File: config.mk
export PLATFORM = sky130hd
export DESIGN_NAME = emu_doppler_nco
export DESIGN_NICKNAME = d
export VERILOG_FILES = /design/src/rtl/emu_doppler_nco_pkg.sv /design/src/rtl/emu_doppler_nco_lut.sv /design/src/rtl/emu_doppler_nco.sv
export SDC_FILE = /design/constraint.sdc
export NUM_CORES = 1
export LEC_CHECK = 0
export BUFFER_PORTS_ARGS = -buffer_cell sky130_fd_sc_hd__buf_2
export CORE_UTILIZATION = 43
export DETAILED_ROUTE_END_ITERATION = 7
export PLACE_DENSITY_LB_ADDON = 0.15
export SYNTH_ARGS = -nofsm -noshare
export SYNTH_HDL_FRONTEND = slang
export SYNTH_SLANG_ARGS = --single-unit
File: constraint.sdc
create_clock -name clk -period 2.7 [get_ports clk]
set_clock_uncertainty 0.05 [all_clocks]
set_input_delay 0.27 -clock clk [delete_from_list [all_inputs] [get_ports clk]]
set_output_delay 0.27 -clock clk [all_outputs]
set_load 0.03 [all_outputs]
File: src/rtl/emu_doppler_nco_pkg.sv
// Shared constants, sample type and quarter-wave magnitude table for the Doppler NCO.
package emu_doppler_nco_pkg;

  localparam int PHASE_W = 32;
  localparam int ADDR_W  = 8;
  localparam int OUT_W   = 6;
  localparam int MAG_W   = 5;
  localparam int QTR_N   = 64;
  localparam int AMP     = 31;
  localparam int LATENCY = 3;

  typedef logic signed [OUT_W-1:0] sample_t;

  // round(31*sin(2*pi*i/256)) for i = 0..63; the 90-degree point (31) is not stored.
  localparam logic [MAG_W-1:0] QTR_TABLE [QTR_N] = '{
    5'd0,  5'd1,  5'd2,  5'd2,  5'd3,  5'd4,  5'd5,  5'd5,
    5'd6,  5'd7,  5'd8,  5'd8,  5'd9,  5'd10, 5'd10, 5'd11,
    5'd12, 5'd13, 5'd13, 5'd14, 5'd15, 5'd15, 5'd16, 5'd17,
    5'd17, 5'd18, 5'd18, 5'd19, 5'd20, 5'd20, 5'd21, 5'd21,
    5'd22, 5'd22, 5'd23, 5'd23, 5'd24, 5'd24, 5'd25, 5'd25,
    5'd26, 5'd26, 5'd27, 5'd27, 5'd27, 5'd28, 5'd28, 5'd28,
    5'd29, 5'd29, 5'd29, 5'd29, 5'd30, 5'd30, 5'd30, 5'd30,
    5'd30, 5'd31, 5'd31, 5'd31, 5'd31, 5'd31, 5'd31, 5'd31
  };

endpackage

File: src/rtl/emu_doppler_nco_lut.sv
// Phase address to signed cos/sin: stage 2 folds the quadrant and reads the table,
// stage 3 applies the sign. Outputs hold unless stage 3 is enabled.
module emu_doppler_nco_lut
  import emu_doppler_nco_pkg::*;
(
  input  logic              clk,
  input  logic              reset,
  input  logic              s1_vld,
  input  logic              s2_vld,
  input  logic [ADDR_W-1:0] addr,
  output sample_t           real_out,
  output sample_t           imag_out
);

  logic [5:0]       idx;
  logic [5:0]       cos_idx;
  logic [MAG_W-1:0] sin_tab;
  logic [MAG_W-1:0] cos_tab;

  logic [MAG_W-1:0] re_mag_q, re_mag_d;
  logic [MAG_W-1:0] im_mag_q, im_mag_d;
  logic             re_neg_q, re_neg_d;
  logic             im_neg_q, im_neg_d;
  sample_t          real_q, real_d;
  sample_t          imag_q, imag_d;

  // cos(j) = sin(64-j); j=0 lands on the unstored quarter point, so force full scale.
  always_comb begin
    idx     = addr[5:0];
    cos_idx = 6'd0 - idx;
    sin_tab = QTR_TABLE[idx];
    cos_tab = (idx == 6'd0) ? MAG_W'(AMP) : QTR_TABLE[cos_idx];
  end

  // Odd quadrants swap the roles of the two magnitudes; signs follow the quadrant.
  always_comb begin
    re_mag_d = re_mag_q;
    im_mag_d = im_mag_q;
    re_neg_d = re_neg_q;
    im_neg_d = im_neg_q;
    if (s1_vld) begin
      re_mag_d = addr[6] ? sin_tab : cos_tab;
      im_mag_d = addr[6] ? cos_tab : sin_tab;
      re_neg_d = addr[7] ^ addr[6];
      im_neg_d = addr[7];
    end
  end

  always_comb begin
    real_d = real_q;
    imag_d = imag_q;
    if (s2_vld) begin
      real_d = re_neg_q ? -sample_t'({1'b0, re_mag_q}) : sample_t'({1'b0, re_mag_q});
      imag_d = im_neg_q ? -sample_t'({1'b0, im_mag_q}) : sample_t'({1'b0, im_mag_q});
    end
  end

  always_ff @(posedge clk) begin
    if (reset) begin
      re_mag_q <= '0;
      im_mag_q <= '0;
      re_neg_q <= 1'b0;
      im_neg_q <= 1'b0;
      real_q   <= '0;
      imag_q   <= '0;
    end else begin
      re_mag_q <= re_mag_d;
      im_mag_q <= im_mag_d;
      re_neg_q <= re_neg_d;
      im_neg_q <= im_neg_d;
      real_q   <= real_d;
      imag_q   <= imag_d;
    end
  end

  assign real_out = real_q;
  assign imag_out = imag_q;

endmodule

File: src/rtl/emu_doppler_nco.sv
// Doppler NCO: 32-bit phase accumulator stepped per strobe, 3-cycle pipeline to a
// 6-bit complex carrier sample. Accepts a strobe every cycle; no backpressure.
module emu_doppler_nco
  import emu_doppler_nco_pkg::*;
(
  input  logic               clk,
  input  logic               reset,
  input  logic               dv_in,
  input  logic [PHASE_W-1:0] freq,
  output logic               dv_out,
  output logic [OUT_W-1:0]   real_out,
  output logic [OUT_W-1:0]   imag_out
);

  logic [PHASE_W-1:0] phase_q, phase_d;
  logic [ADDR_W-1:0]  addr_q, addr_d;
  logic [LATENCY-1:0] vld_q, vld_d;
  sample_t            lut_real;
  sample_t            lut_imag;

  // The sample uses the phase before this strobe's increment.
  always_comb begin
    phase_d = phase_q;
    addr_d  = addr_q;
    vld_d   = {vld_q[LATENCY-2:0], dv_in};
    if (dv_in) begin
      phase_d = phase_q + freq;
      addr_d  = phase_q[PHASE_W-1 -: ADDR_W];
    end
  end

  always_ff @(posedge clk) begin
    if (reset) begin
      phase_q <= '0;
      addr_q  <= '0;
      vld_q   <= '0;
    end else begin
      phase_q <= phase_d;
      addr_q  <= addr_d;
      vld_q   <= vld_d;
    end
  end

  emu_doppler_nco_lut u_lut (
    .clk      (clk),
    .reset    (reset),
    .s1_vld   (vld_q[0]),
    .s2_vld   (vld_q[1]),
    .addr     (addr_q),
    .real_out (lut_real),
    .imag_out (lut_imag)
  );

  assign dv_out   = vld_q[LATENCY-1];
  assign real_out = lut_real;
  assign imag_out = lut_imag;

endmodule

# Yosys cells after proc, flatten, opt, wreduce, memory -nomap -nowiden
# Memories as Yosys holds them, arrays and structs flattened.
# Cells that the tools add are included.
# W data, S select, Z words.
dict set report word_totals {
  mem_bits_ro 640
  out_inout_bits 13
  n_memories 2
  reg_bits 67
  in_bits 35
}
dict set report op_classes {
  mux 9
  reduce_logical 1
  bitwise_logic 3
  magnitude_cmp 2
  addsub 4
}
# name depth word_bits rd rd_ports_with_merged_regs wr line_no
set memory_table {}
lappend memory_table {{(no name shown)} 64 5 1 0 0 emu_doppler_nco_lut.sv:32} ;# cos_tab = (idx == 6'd0) ? MAG_W'(AMP) : QTR_TABLE[cos_idx];
lappend memory_table {{(no name shown)} 64 5 1 0 0 emu_doppler_nco_lut.sv:31} ;# sin_tab = QTR_TABLE[idx];
# cell count
set op_table {}
lappend op_table {{$mux W5} 7}
lappend op_table {{$add A32 B32 Y32} 1}
lappend op_table {{$ge A7 B7 Y1 const B} 2}
lappend op_table {{$not A6 Y7} 2}
lappend op_table {{$mux W6} 2}
lappend op_table {{$neg A5 Y6} 2}
lappend op_table {{$logic_not A6 Y1} 1}
lappend op_table {{$sub A1 B6 Y6 const A} 1}
lappend op_table {{$xor A1 B1 Y1} 1}

# Depth between registers and ports, before layout
# Gate-level depths: netlist (run 1).
dict set report logic_depth {
  ltp_word 7
  mapped_depth 14
  ltp_nobuf 11
}

# Modules after synthesis
# Synthesis (run 1) repeated with hierarchy kept, for this count alone.
dict set report hier_totals {
  hier_cells 653
  hier_area_um2 5327.6
}
# mod seq_area_each_um2 area_each_um2 cells_per_inst instances
set modules_own_cells {}
lappend modules_own_cells {emu_doppler_nco 860.8 3158.0 387 1}
lappend modules_own_cells {emu_doppler_nco_lut 480.5 2169.6 266 1}

# Worst setup path after synthesis (run 1)
# OpenSTA, ideal clock, no wires.
dict set report synth_path {
  path_type {flip-flop to flip-flop}
  from {register addr_q[1]}
  to {register u_lut.re_mag_q[0]}
  n_path_buf 3
  arrival_ns 2.597
  stages_incl_launch_ff 13
  required_ns 2.563
  setup_time_ns 0.087
  path_slack_ns -0.034
  cell_sequence {dfxtp_1 > buf_2 > inv_1 > ha_1 > inv_1 > ha_1 > clkbuf_1 > clkbuf_1 > mux2i_1 > nor2_1 > o31ai_1 > a21oi_1 > o31ai_1}
}
dict set report synth_via {
  elab_chain_len 7
}
# element line_no
set synth_rtl {}
lappend synth_rtl {{from (decl)} emu_doppler_nco.sv:16} ;# logic [ADDR_W-1:0] addr_q, addr_d;
lappend synth_rtl {{from (signal assigned)} emu_doppler_nco.sv:39} ;# addr_q <= addr_d;
lappend synth_rtl {{$sub A1 B6 Y6} emu_doppler_nco_lut.sv:30} ;# cos_idx = 6'd0 - idx;
lappend synth_rtl {{$not A6 Y7 (implied by the code)} emu_doppler_nco_lut.sv:32}
lappend synth_rtl {{$mem_v2 Z64 W5} -}
lappend synth_rtl {{$mux W5 (implied by the code) (2 in a row)} emu_doppler_nco_lut.sv:32}
lappend synth_rtl {{$mux W5} emu_doppler_nco_lut.sv:32}
lappend synth_rtl {{$mux W5 *} emu_doppler_nco_lut.sv:42} ;# re_mag_d = addr[6] ? sin_tab : cos_tab;
lappend synth_rtl {{to (signal assigned)} emu_doppler_nco_lut.sv:67} ;# re_mag_q <= re_mag_d;
lappend synth_rtl {{to (decl)} emu_doppler_nco_lut.sv:20} ;# logic [MAG_W-1:0] re_mag_q, re_mag_d;
# Mark *: on every way between the ends. The rest lies on a longest branch, timed or not. The select of a mux whose other input is x is not followed.
# A chain may end at the register's enable or synchronous reset.

# Final worst setup path (run 1)
dict set report layout_path {
  from {register phase_q[0]}
  to {register phase_q[18]}
}
dict set report layout_via {
  elab_chain_len 1
}
# element line_no
set layout_rtl {}
lappend layout_rtl {{from (decl)} emu_doppler_nco.sv:15} ;# logic [PHASE_W-1:0] phase_q, phase_d;
lappend layout_rtl {{from (signal assigned)} emu_doppler_nco.sv:38} ;# phase_q <= phase_d;
lappend layout_rtl {{$add A32 B32 Y32} emu_doppler_nco.sv:27} ;# phase_d = phase_q + freq;
# No other way between the ends.

==> results of run 1 <==
[metrics by stage]
step | area [um^2] | setup TNS (ns) | power, uW | cells | util (%)
finish | 6180 | 0 | 3940 | 878 | 51.1
global placement | 5860 | 0 | 2730 | 862 | 48.4
detailed placement | 5860 | 0 | 2740 | 862 | 48.4
CTS | 6160 | 0 | 3960 | 878 | 50.9
global route | 6180 | -0.0142 | 4210 | 878 | 51.1
floorplan | 5400 | 0 | 2380 | 664 | -
[final timing paths]
path / start / endpoint / slack (ns) / depth (start not counted)
min reg2reg: phase_q[21] / phase_q[21] / 0.43 / 2
max: phase_q[0] / phase_q[18] / 0.13 / 11
max reg2reg: phase_q[0] / phase_q[18] / 0.13 / 11
min: freq[0] / phase_q[0] / 0.24 / 4
[flip-flops by register name (all words and copies together) (netlist names)]
| signal | cells |
|---|---|
| u_lut.re_mag_q | 5 |
| addr_q | 8 |
| u_lut.imag_out | 6 |
| u_lut.im_mag_q | 5 |
| phase_q | 32 |
| u_lut.im_neg_q | 1 |
| u_lut.re_neg_q | 1 |
| vld_q | 3 |
| u_lut.real_out | 6 |
[metal layers]
layer | vias up | part of all wire [%] | global-route usage (%)
li1 | 2511 | - | -
met1 | 2294 | 46 | 26.7
met2 | 88 | 48 | 36.2
met3 | 22 | 3.7 | 4.68
met4 | 0 | 2.1 | 7.88
met5 | - | 0 | 0
[power by group through the flow]
stage               Sequential (uW)  Clock (uW)  Combinational [uW]
finish                         1180        1190                1570
detailed placement             1200           0                1540
CTS                            1180        1220                1550
floorplan                      1190           0                1190
global placement               1200           0                1530
global route                   1200        1270                1740
[worst max-delay path, stage by stage (launching register included)]
cell	delay, ns
dfxtp_1	0.33
ha_1	0.17
inv_1	0.05
fa_1	0.39
nor2b_1	0.18
o2111ai_1	0.21
nand4b_1	0.19
buf_4	0.13
a31oi_1	0.12
o21ai_0	0.35
xnor2_1	0.16
o21ai_0	0.09
[Yosys cell counts, types with 5 or more instances]
cell type  count  area, um^2
a211oi_1      25         188
a21o_1        21         158
a21oi_1       46         230
a31oi_1        7        43.8
and3_1         7        43.8
buf_1          7        26.3
buf_2          7        35.0
clkbuf_1      25        93.8
dfxtp_1       67        1340
ha_1          44         551
inv_1         27         101
mux2i_1       37         370
nand2_1       44         165
nand2b_1      10        62.6
nand3_1       13        65.1
nand4_1        8        50.1
nor2_1        76         285
nor2b_1       11        68.8
nor3_1         6        30.0
o21ai_0       31         155
o21ai_1        5        25.0
o22ai_1        5        31.3
o31ai_1        6        45.0
or3_1          7        43.8
xnor2_1       23         201
xor2_1        11        96.3
[cells by family after synthesis]
kind of cell | share of synthesized area [%]
DFF | 24.8
AOI/OAI and AO/OA | 26.0
muxes | 7.07
buffers and inverters | 5.03
adders and majority gates | 10.6
and+or+nand+nor | 18.9
xor gates and xnor gates | 7.56
[layout make-up]
type / instances / area, um^2 / area share, %
clock buffer: 9 / 225 / 3.64
clock inverter: 7 / 75.1 / 1.21
inverter: 28 / 105 / 1.70
multi-input combinational: 529 / 3810 / 61.6
sequential: 67 / 1340 / 21.7
tap: 168 / 210 / 3.40
timing repair buffer: 70 / 420 / 6.80
==> metrics.cfg, run 1 <==
[drt]
drt_iter0_markers=205
avgViaCountPerCell=5.60
drc=0
ant_nets=0
drt_first_pass_iters=5
wl_um=13300
post_drt_wl_per_cell_um=15.1
vias=4915

[power_and_ir_drop]
power.switching_uw=1440
power.internal_uw=2500
p_sw_share_pct=36.5
clkPwrFrac_pct=30.2
pwr-share-seq_pct=30.0
peakVddDrop_mv=0.597
pwr-share-comb_pct=39.8
leakage_uw=0.00275
power.density_mw_per_mm2=637

[global_route]
grt_pass1_wl_um=22300
grt_max_degree=50
first_global_vias=4711
grt.overflow.total=0
antenna_found_initial=0
grt_usage_pct=21.4

[worst_setup_path]
end_kind=flip-flop
start_kind=flip-flop
arrival_ns=2.73
worstPathMaxFanout=3
required_ns=2.87
worstSetupPathType=flip-flop to flip-flop

[yosys]
syn_area_mm2=0.00540
synth_enable_flop_cells=0
synth_nets=744
synth-async-reset-ratio_pct=0
synthFlopType=dfxtp_1
ys_seq_area_share_pct=24.8
ys_ff_latch=67
syn_inst=664
yosysUniqueCellTypes=79
avgSynthCellArea_um2=8.13
yosysWarnings=0

[timing]
slew_violations=0
setup_viol=0
fmax_mhz=390
worst_slew_pin_slew_ns=0.825
relSlewSlack_pct=45.0
hold_slack_ns=0.236
finalWorstSetupSlack_ns=0.134
fin_crit_sh_pct=95.0
rsz0062_at_grt=yes
post-route-min-period_ns=2.57
hold_viol=0

[clocking]
numCtsBuffers=9
cts_hold_buf=0
numClockSinks=67
clk_pin_slew_ns=0.06
ctsHtreeMaxLevel=3
post_cts_resized=0
post-cts-setup-buffers=0
cts_tree=built
clockBufferDepth=2
clkLatencyLatePin_ns=0.34
root_buffer=clkbuf_16

[die]
die_w_um=114
initial_core_util_pct=44.6
dieArea_mm2=0.0130
die_h_um=114
placementRows=40
core_mm2=0.0121
pin_count=48

[run_status]
outcome=completed

[job]
cap_viol_max_count=0

[finish]
layout.nets=785
layout_common_cells=nor2_1 (76), dfxtp_1 (67), buf_2 (47)
drive_gt1_share_pct=16.2
area_delta_synth_final_pct=14.6
n_antenna_cell=0
fillers=1234
layout_commonest_cell=nor2_1

[placed_design]
dpl_worst_slack_ns=0.0524
dp_hpwl_um=9890
port_buffers=47
gp_routability_congestion=0.925

[worst_hold_path]
hold_class=input pin to flip-flop

No activity file was read; power rests on OpenSTA's default activity.
==> inputs of run 2 (changes only) <==
BUFFER_PORTS_ARGS = default   (was -buffer_cell sky130_fd_sc_hd__buf_2)
DONT_BUFFER_PORTS = 1   (was default)
==> run 2 against run 1 <==
Against the previous run: wire length is 1.9% higher; critical path depth is 3 lower; clock-buffer cell count stayed put; sequential power hardly changed; total power is 1.9% lower; sequential share of layout area is 0.90 points higher; clock power hardly changed; non-clock buffer count is 51 lower; die area stayed put; sequential cell count stayed put; first-iteration DRC count is 43% higher; worst hold slack worse by 0.22 ns.
==> metrics.cfg, run 2 (same netlist as run 1, synthesis figures left out) <==
[drt]
vias=4764  ; was 4915
drt_first_pass_iters=5  ; unchanged
wl_um=13500  ; was 13300 um
drc=0  ; unchanged
avgViaCountPerCell=5.77  ; was 5.60
post_drt_wl_per_cell_um=16.4  ; was 15.1 um
drt_iter0_markers=293  ; was 205
ant_nets=0  ; unchanged

[global_route]
grt_usage_pct=21.9  ; was 21.4%
grt_max_degree=51  ; was 50
use_met2_pct=36.6  ; was 36.2%
gr-usage-met1_pct=26.8  ; was 26.7%
busiest_layer=met2  ; unchanged
gr-usage-met3_pct=4.94  ; was 4.68%
grt_pass1_wl_um=22500  ; was 22300 um
first_global_vias=4636  ; was 4711
antenna_found_initial=0  ; unchanged
grt.overflow.total=0  ; unchanged

[finish]
largest_reg_flops=32  ; unchanged
ff_latch_area_mm2=0.00134  ; unchanged
fillers=1181  ; was 1234
multi_input_area_mm2=0.00382  ; was 0.00381 mm^2
layout_commonest_cell=nor2_1  ; unchanged
layout.nets=734  ; was 785
top_regs=phase_q: 32 flops, addr_q: 8 flops  ; unchanged
stdcell_count=826  ; was 878
n_antenna_cell=0  ; unchanged
drive_gt1_share_pct=9.57  ; was 16.2%
layout_common_cells=nor2_1 (76), dfxtp_1 (67), a21oi_1 (46)  ; was nor2_1 (76), dfxtp_1 (67), buf_2 (47)
area_delta_synth_final_pct=10.0  ; was 14.6%
regMostFlops=phase_q  ; unchanged

[die]
core_mm2=0.0121  ; unchanged
placementRows=40  ; unchanged
pin_count=48  ; unchanged
dieArea_mm2=0.0130  ; unchanged
die_h_um=114  ; unchanged
initial_core_util_pct=44.6  ; unchanged
die_w_um=114  ; unchanged

[worst_setup_path]
worstSetupPathType=flip-flop to flip-flop  ; unchanged
required_ns=2.88  ; was 2.87 ns
worstPathMaxFanout=5  ; was 3
arrival_ns=2.79  ; was 2.73 ns
end_kind=flip-flop  ; unchanged
start_kind=flip-flop  ; unchanged

[power_and_ir_drop]
peakVddDrop_mv=0.512  ; was 0.597 mV
power.density_mw_per_mm2=651  ; was 637 mW/mm^2
power_uw=3860  ; was 3940 uW
leakage_uw=0.00253  ; was 0.00275 uW

[clocking]
clk_pin_slew_ns=0.06  ; about the same
clockBufferDepth=2  ; unchanged
ctsHtreeMaxLevel=3  ; unchanged
numClockSinks=67  ; unchanged
post-cts-setup-buffers=0  ; unchanged
cts_tree=built  ; unchanged
numCtsBuffers=9  ; unchanged
clkLatencyLatePin_ns=0.34  ; about the same
root_buffer=clkbuf_16  ; unchanged

[placed_design]
dp_hpwl_um=9770  ; was 9890 um
gp_routability_congestion=0.892  ; was 0.925
dpl.cell_count=809  ; was 862
port_buffers=0  ; was 47

[job]
cap_viol_max_count=0  ; unchanged

[timing]
fmax_mhz=382  ; was 390 MHz
fin_crit_sh_pct=96.9  ; was 95.0%
post-route-min-period_ns=2.62  ; was 2.57 ns
hold_viol=0  ; unchanged
slew_violations=0  ; unchanged
fin_setup_tns_ns=0  ; unchanged
rsz0062_at_grt=yes  ; unchanged
relSlewSlack_pct=47.8  ; was 45.0%
setup_viol=0  ; unchanged
worst_slew_pin_slew_ns=0.781  ; was 0.825 ns

[worst_hold_path]
hold_class=input pin to flip-flop  ; unchanged

[run_status]
outcome=completed  ; unchanged

-- run 2: changes by cell type in the layout (fill, tap and decap cells not counted), sizes merged --
cell,previous run,this run
clkinv,1,3
clkinvlp,3,2
dlygate4sd3,0,1
inv,30,28
buf,70,18
-- run 2: layer usage --
layer  up-vias  share of wire [%]
met5         -                  0
met4         0                3.1
met3        31                4.4
met2       107                 48
met1      2219                 45
li1       2407                  -
-- run 2: power by group --
group / total [uW] / internal (uW) / leakage, uW / switching [uW]
registers: 1200 / 1100 / 0.000550 / 102
logic: 1500 / 649 / 0.00184 / 846
clock network: 1170 / 710 / 0.000137 / 458
-- run 2: metrics by stage --
step	util, %	cell area, um^2	setup slack (ns)	hold WS (ns)
after floorplan	-	5400	0.0674	0.379
after global placement	46.0	5570	0.135	0.301
after detailed placement	46.0	5570	0.0892	0.301
after CTS	48.7	5900	0.0765	0.00711
after global routing	49.0	5940	-0.0441	0.0000679
final	49.0	5940	0.0834	0.0172
-- run 2: area by class of cell --
class                           instances  area share, %
Multi-Input combinational cell        529           64.4
Sequential cell                        67           22.6
Clock buffer                            9           3.79
Tap cell                              168           3.54
Timing Repair Buffer                   19           2.78
Inverter                               28           1.77
Clock inverter                          6           1.14
-- run 2: final timing paths --
check	depth (start not counted)	slack, ns	start	endpoint
worst min register to register	2	0.42	phase_q[21]	phase_q[21]
worst min-delay path	1	0.02	reset	u_lut.re_mag_q[0]
worst max register to register	8	0.08	phase_q[4]	phase_q[29]
worst max-delay path	8	0.08	phase_q[4]	phase_q[29]
-- run 2: what timing repair did --
item / CTS / global route
endpoints found under the hold margin: 50 / 0
resized for setup: 0 / 8
hold buffers: 2 / 0
endpoints found under the setup margin: 0 / 12
-- run 2: worst max-delay path: stages (launching register included) --
cell       delay [ns]
dfxtp_1          0.31
ha_1             0.37
a21oi_2          0.20
o211ai_2         0.17
a32oi_4          0.31
a211o_2          0.25
a2111oi_4        0.10
or4_1            0.48
a32o_1           0.26
==> inputs of run 3 (changes only) <==
CELL_PAD_IN_SITES_DETAIL_PLACEMENT = 0   (was default)
CELL_PAD_IN_SITES_GLOBAL_PLACEMENT = 1   (was default)
==> run 3 against run 2 <==
Against the previous run: combinational power is essentially flat; register-to-register slack gained 0.06 ns; sequential share of layout area is the same; clock-buffer cell count grew 1; total power grew 1.4%; cell count grew 0.12%; critical path depth is the same; non-clock buffer count is the same; worst hold slack gained 0.0023 ns; die area is the same; first-iteration DRC count grew 12%.
==> metrics.cfg, run 3 (same netlist as run 1, synthesis figures left out) <==
[finish]
layout_commonest_cell=nor2_1  ; unchanged
largest_reg_flops=32  ; unchanged
fillers=1202  ; was 1181
multi_input_area_mm2=0.00380  ; was 0.00382 mm^2
regMostFlops=phase_q  ; unchanged
ff_latch_area_mm2=0.00134  ; unchanged
layout_common_cells=nor2_1 (76), dfxtp_1 (67), a21oi_1 (46)  ; unchanged
drive_gt1_share_pct=9.56  ; was 9.57%
area_delta_synth_final_pct=10.0  ; unchanged
top_regs=phase_q: 32 flops, addr_q: 8 flops  ; unchanged
layout.nets=734  ; unchanged
n_antenna_cell=0  ; unchanged
finalInstanceArea_mm2=0.00594  ; unchanged

[run_status]
outcome=completed  ; unchanged

[worst_setup_path]
worstPathMaxFanout=10  ; was 5
arrival_ns=2.73  ; was 2.79 ns
worstSetupPathType=flip-flop to flip-flop  ; unchanged
r2r_cells=8  ; unchanged
end_kind=flip-flop  ; unchanged
start_kind=flip-flop  ; unchanged
ff2ff_setup_slack_ns=0.15  ; was 0.08 ns
required_ns=2.88  ; about the same

[die]
pin_count=48  ; unchanged
die_w_um=114  ; unchanged
dieArea_mm2=0.0130  ; unchanged
die_h_um=114  ; unchanged
placementRows=40  ; unchanged
core_mm2=0.0121  ; unchanged
initial_core_util_pct=44.6  ; unchanged

[power_and_ir_drop]
leakage_uw=0.00254  ; was 0.00253 uW
power.density_mw_per_mm2=659  ; was 651 mW/mm^2
peakVddDrop_mv=0.376  ; was 0.512 mV
power_uw=3920  ; was 3860 uW

[drt]
drc=0  ; unchanged
drt_iter0_markers=329  ; was 293
post_drt_wl_per_cell_um=16.5  ; was 16.4 um
avgViaCountPerCell=5.69  ; was 5.77
wl_um=13600  ; was 13500 um
ant_nets=0  ; unchanged
vias=4708  ; was 4764
drt_first_pass_iters=4  ; was 5

[clocking]
numCtsBuffers=9  ; unchanged
clkLatencyLatePin_ns=0.34  ; about the same
clockBufferDepth=2  ; unchanged
cts_tree=built  ; unchanged
root_buffer=clkbuf_16  ; unchanged
ctsHtreeMaxLevel=3  ; unchanged
clk_pin_slew_ns=0.06  ; about the same
numClockSinks=67  ; unchanged

[placed_design]
gp_routability_congestion=0.864  ; was 0.892
dp_hpwl_um=9760  ; was 9770 um
placed_area_mm2=0.00556  ; was 0.00557 mm^2
port_buffers=0  ; unchanged

[timing]
hold_slack_ns=0.0195  ; was 0.0172 ns
hold_viol=0  ; unchanged
fin_setup_tns_ns=0  ; unchanged
worst_slew_pin_slew_ns=0.790  ; was 0.781 ns
post-route-min-period_ns=2.55  ; was 2.62 ns
fmax_mhz=392  ; was 382 MHz
setup_viol=0  ; unchanged
relSlewSlack_pct=47.2  ; was 47.8%
slew_violations=0  ; unchanged
fin_crit_sh_pct=94.5  ; was 96.9%
rsz0062_at_grt=no  ; was yes

[global_route]
grt_usage_pct=22.1  ; was 21.9%
grt_pass1_wl_um=22600  ; was 22500 um
grt_max_degree=52  ; was 51
antenna_found_initial=0  ; unchanged
first_global_vias=4514  ; was 4636
grt.overflow.total=0  ; unchanged

[worst_hold_path]
whs_path_depth=1  ; unchanged
hold_class=input pin to flip-flop  ; unchanged

[job]
cap_viol_max_count=0  ; unchanged

-- run 3: cell types whose count changed in the layout (fill, tap and decap cells not counted), sizes merged --
cell | before | now
inv | 28 | 30
clkinvlp | 2 | 1
clkinv | 3 | 2
clkbuf | 9 | 10
-- run 3: worst paths after layout --
kind                             to        start
hold reg to reg         phase_q[18]  phase_q[18]
hold / removal          phase_q[28]        reset
setup / recovery  u_lut.re_mag_q[4]    addr_q[2]
setup reg to reg  u_lut.re_mag_q[4]    addr_q[2]
-- run 3: cell type report --
type                       instances  share of cell area [%]
inverter                          28                    1.77
timing repair buffer              19                    2.78
tap                              168                    3.54
multi-input combinational        529                    64.1
sequential                        67                    22.6
clock buffer                      10                    4.02
clock inverter                     6                    1.22
-- run 3: worst max-delay path: stages, from the launching register on --
cell,delay (ns)
dfxtp_1,0.50
inv_1,0.21
ha_1,0.57
buf_4,0.21
o21ai_0,0.12
a211oi_1,0.41
mux2i_1,0.14
mux2i_1,0.16
nor2_1,0.06
-- run 3: power by group --
part           internal [uW]  leakage (uW)  total [uW]  switching [uW]
clock                    749      0.000150        1230             482
sequential              1100      0.000550        1200             107
combinational            648       0.00184        1480             831
total                   2500       0.00254        3920            1420
-- run 3: repair_timing --
item	4_1_cts	5_1_grt
hold endpoints to repair	51	0
endpoints found under the setup margin	0	6
hold buffers	2	0
gates resized for setup	0	5
buffers inserted	0	1
-- run 3: layer usage --
| layer | share of wire [%] | vias to the layer above | track usage [%] |
|---|---|---|---|
| li1 | - | 2399 | - |
| met1 | 47 | 2218 | 27.6 |
| met2 | 49 | 80 | 38.2 |
| met3 | 3.9 | 11 | 5.37 |
| met4 | 0.87 | 0 | 5.11 |
| met5 | 0 | - | 0 |
-- run 3: per-stage QoR --
stage	std cells	setup WS (ns)	utilization, %
6_report	827	0.148	49.0
4_1_cts	826	0.0795	48.8
3_3_place_gp	808	0.159	45.9
5_1_grt	827	0.0137	49.0
2_1_floorplan	664	0.0674	-
3_5_place_dp	808	0.106	45.9
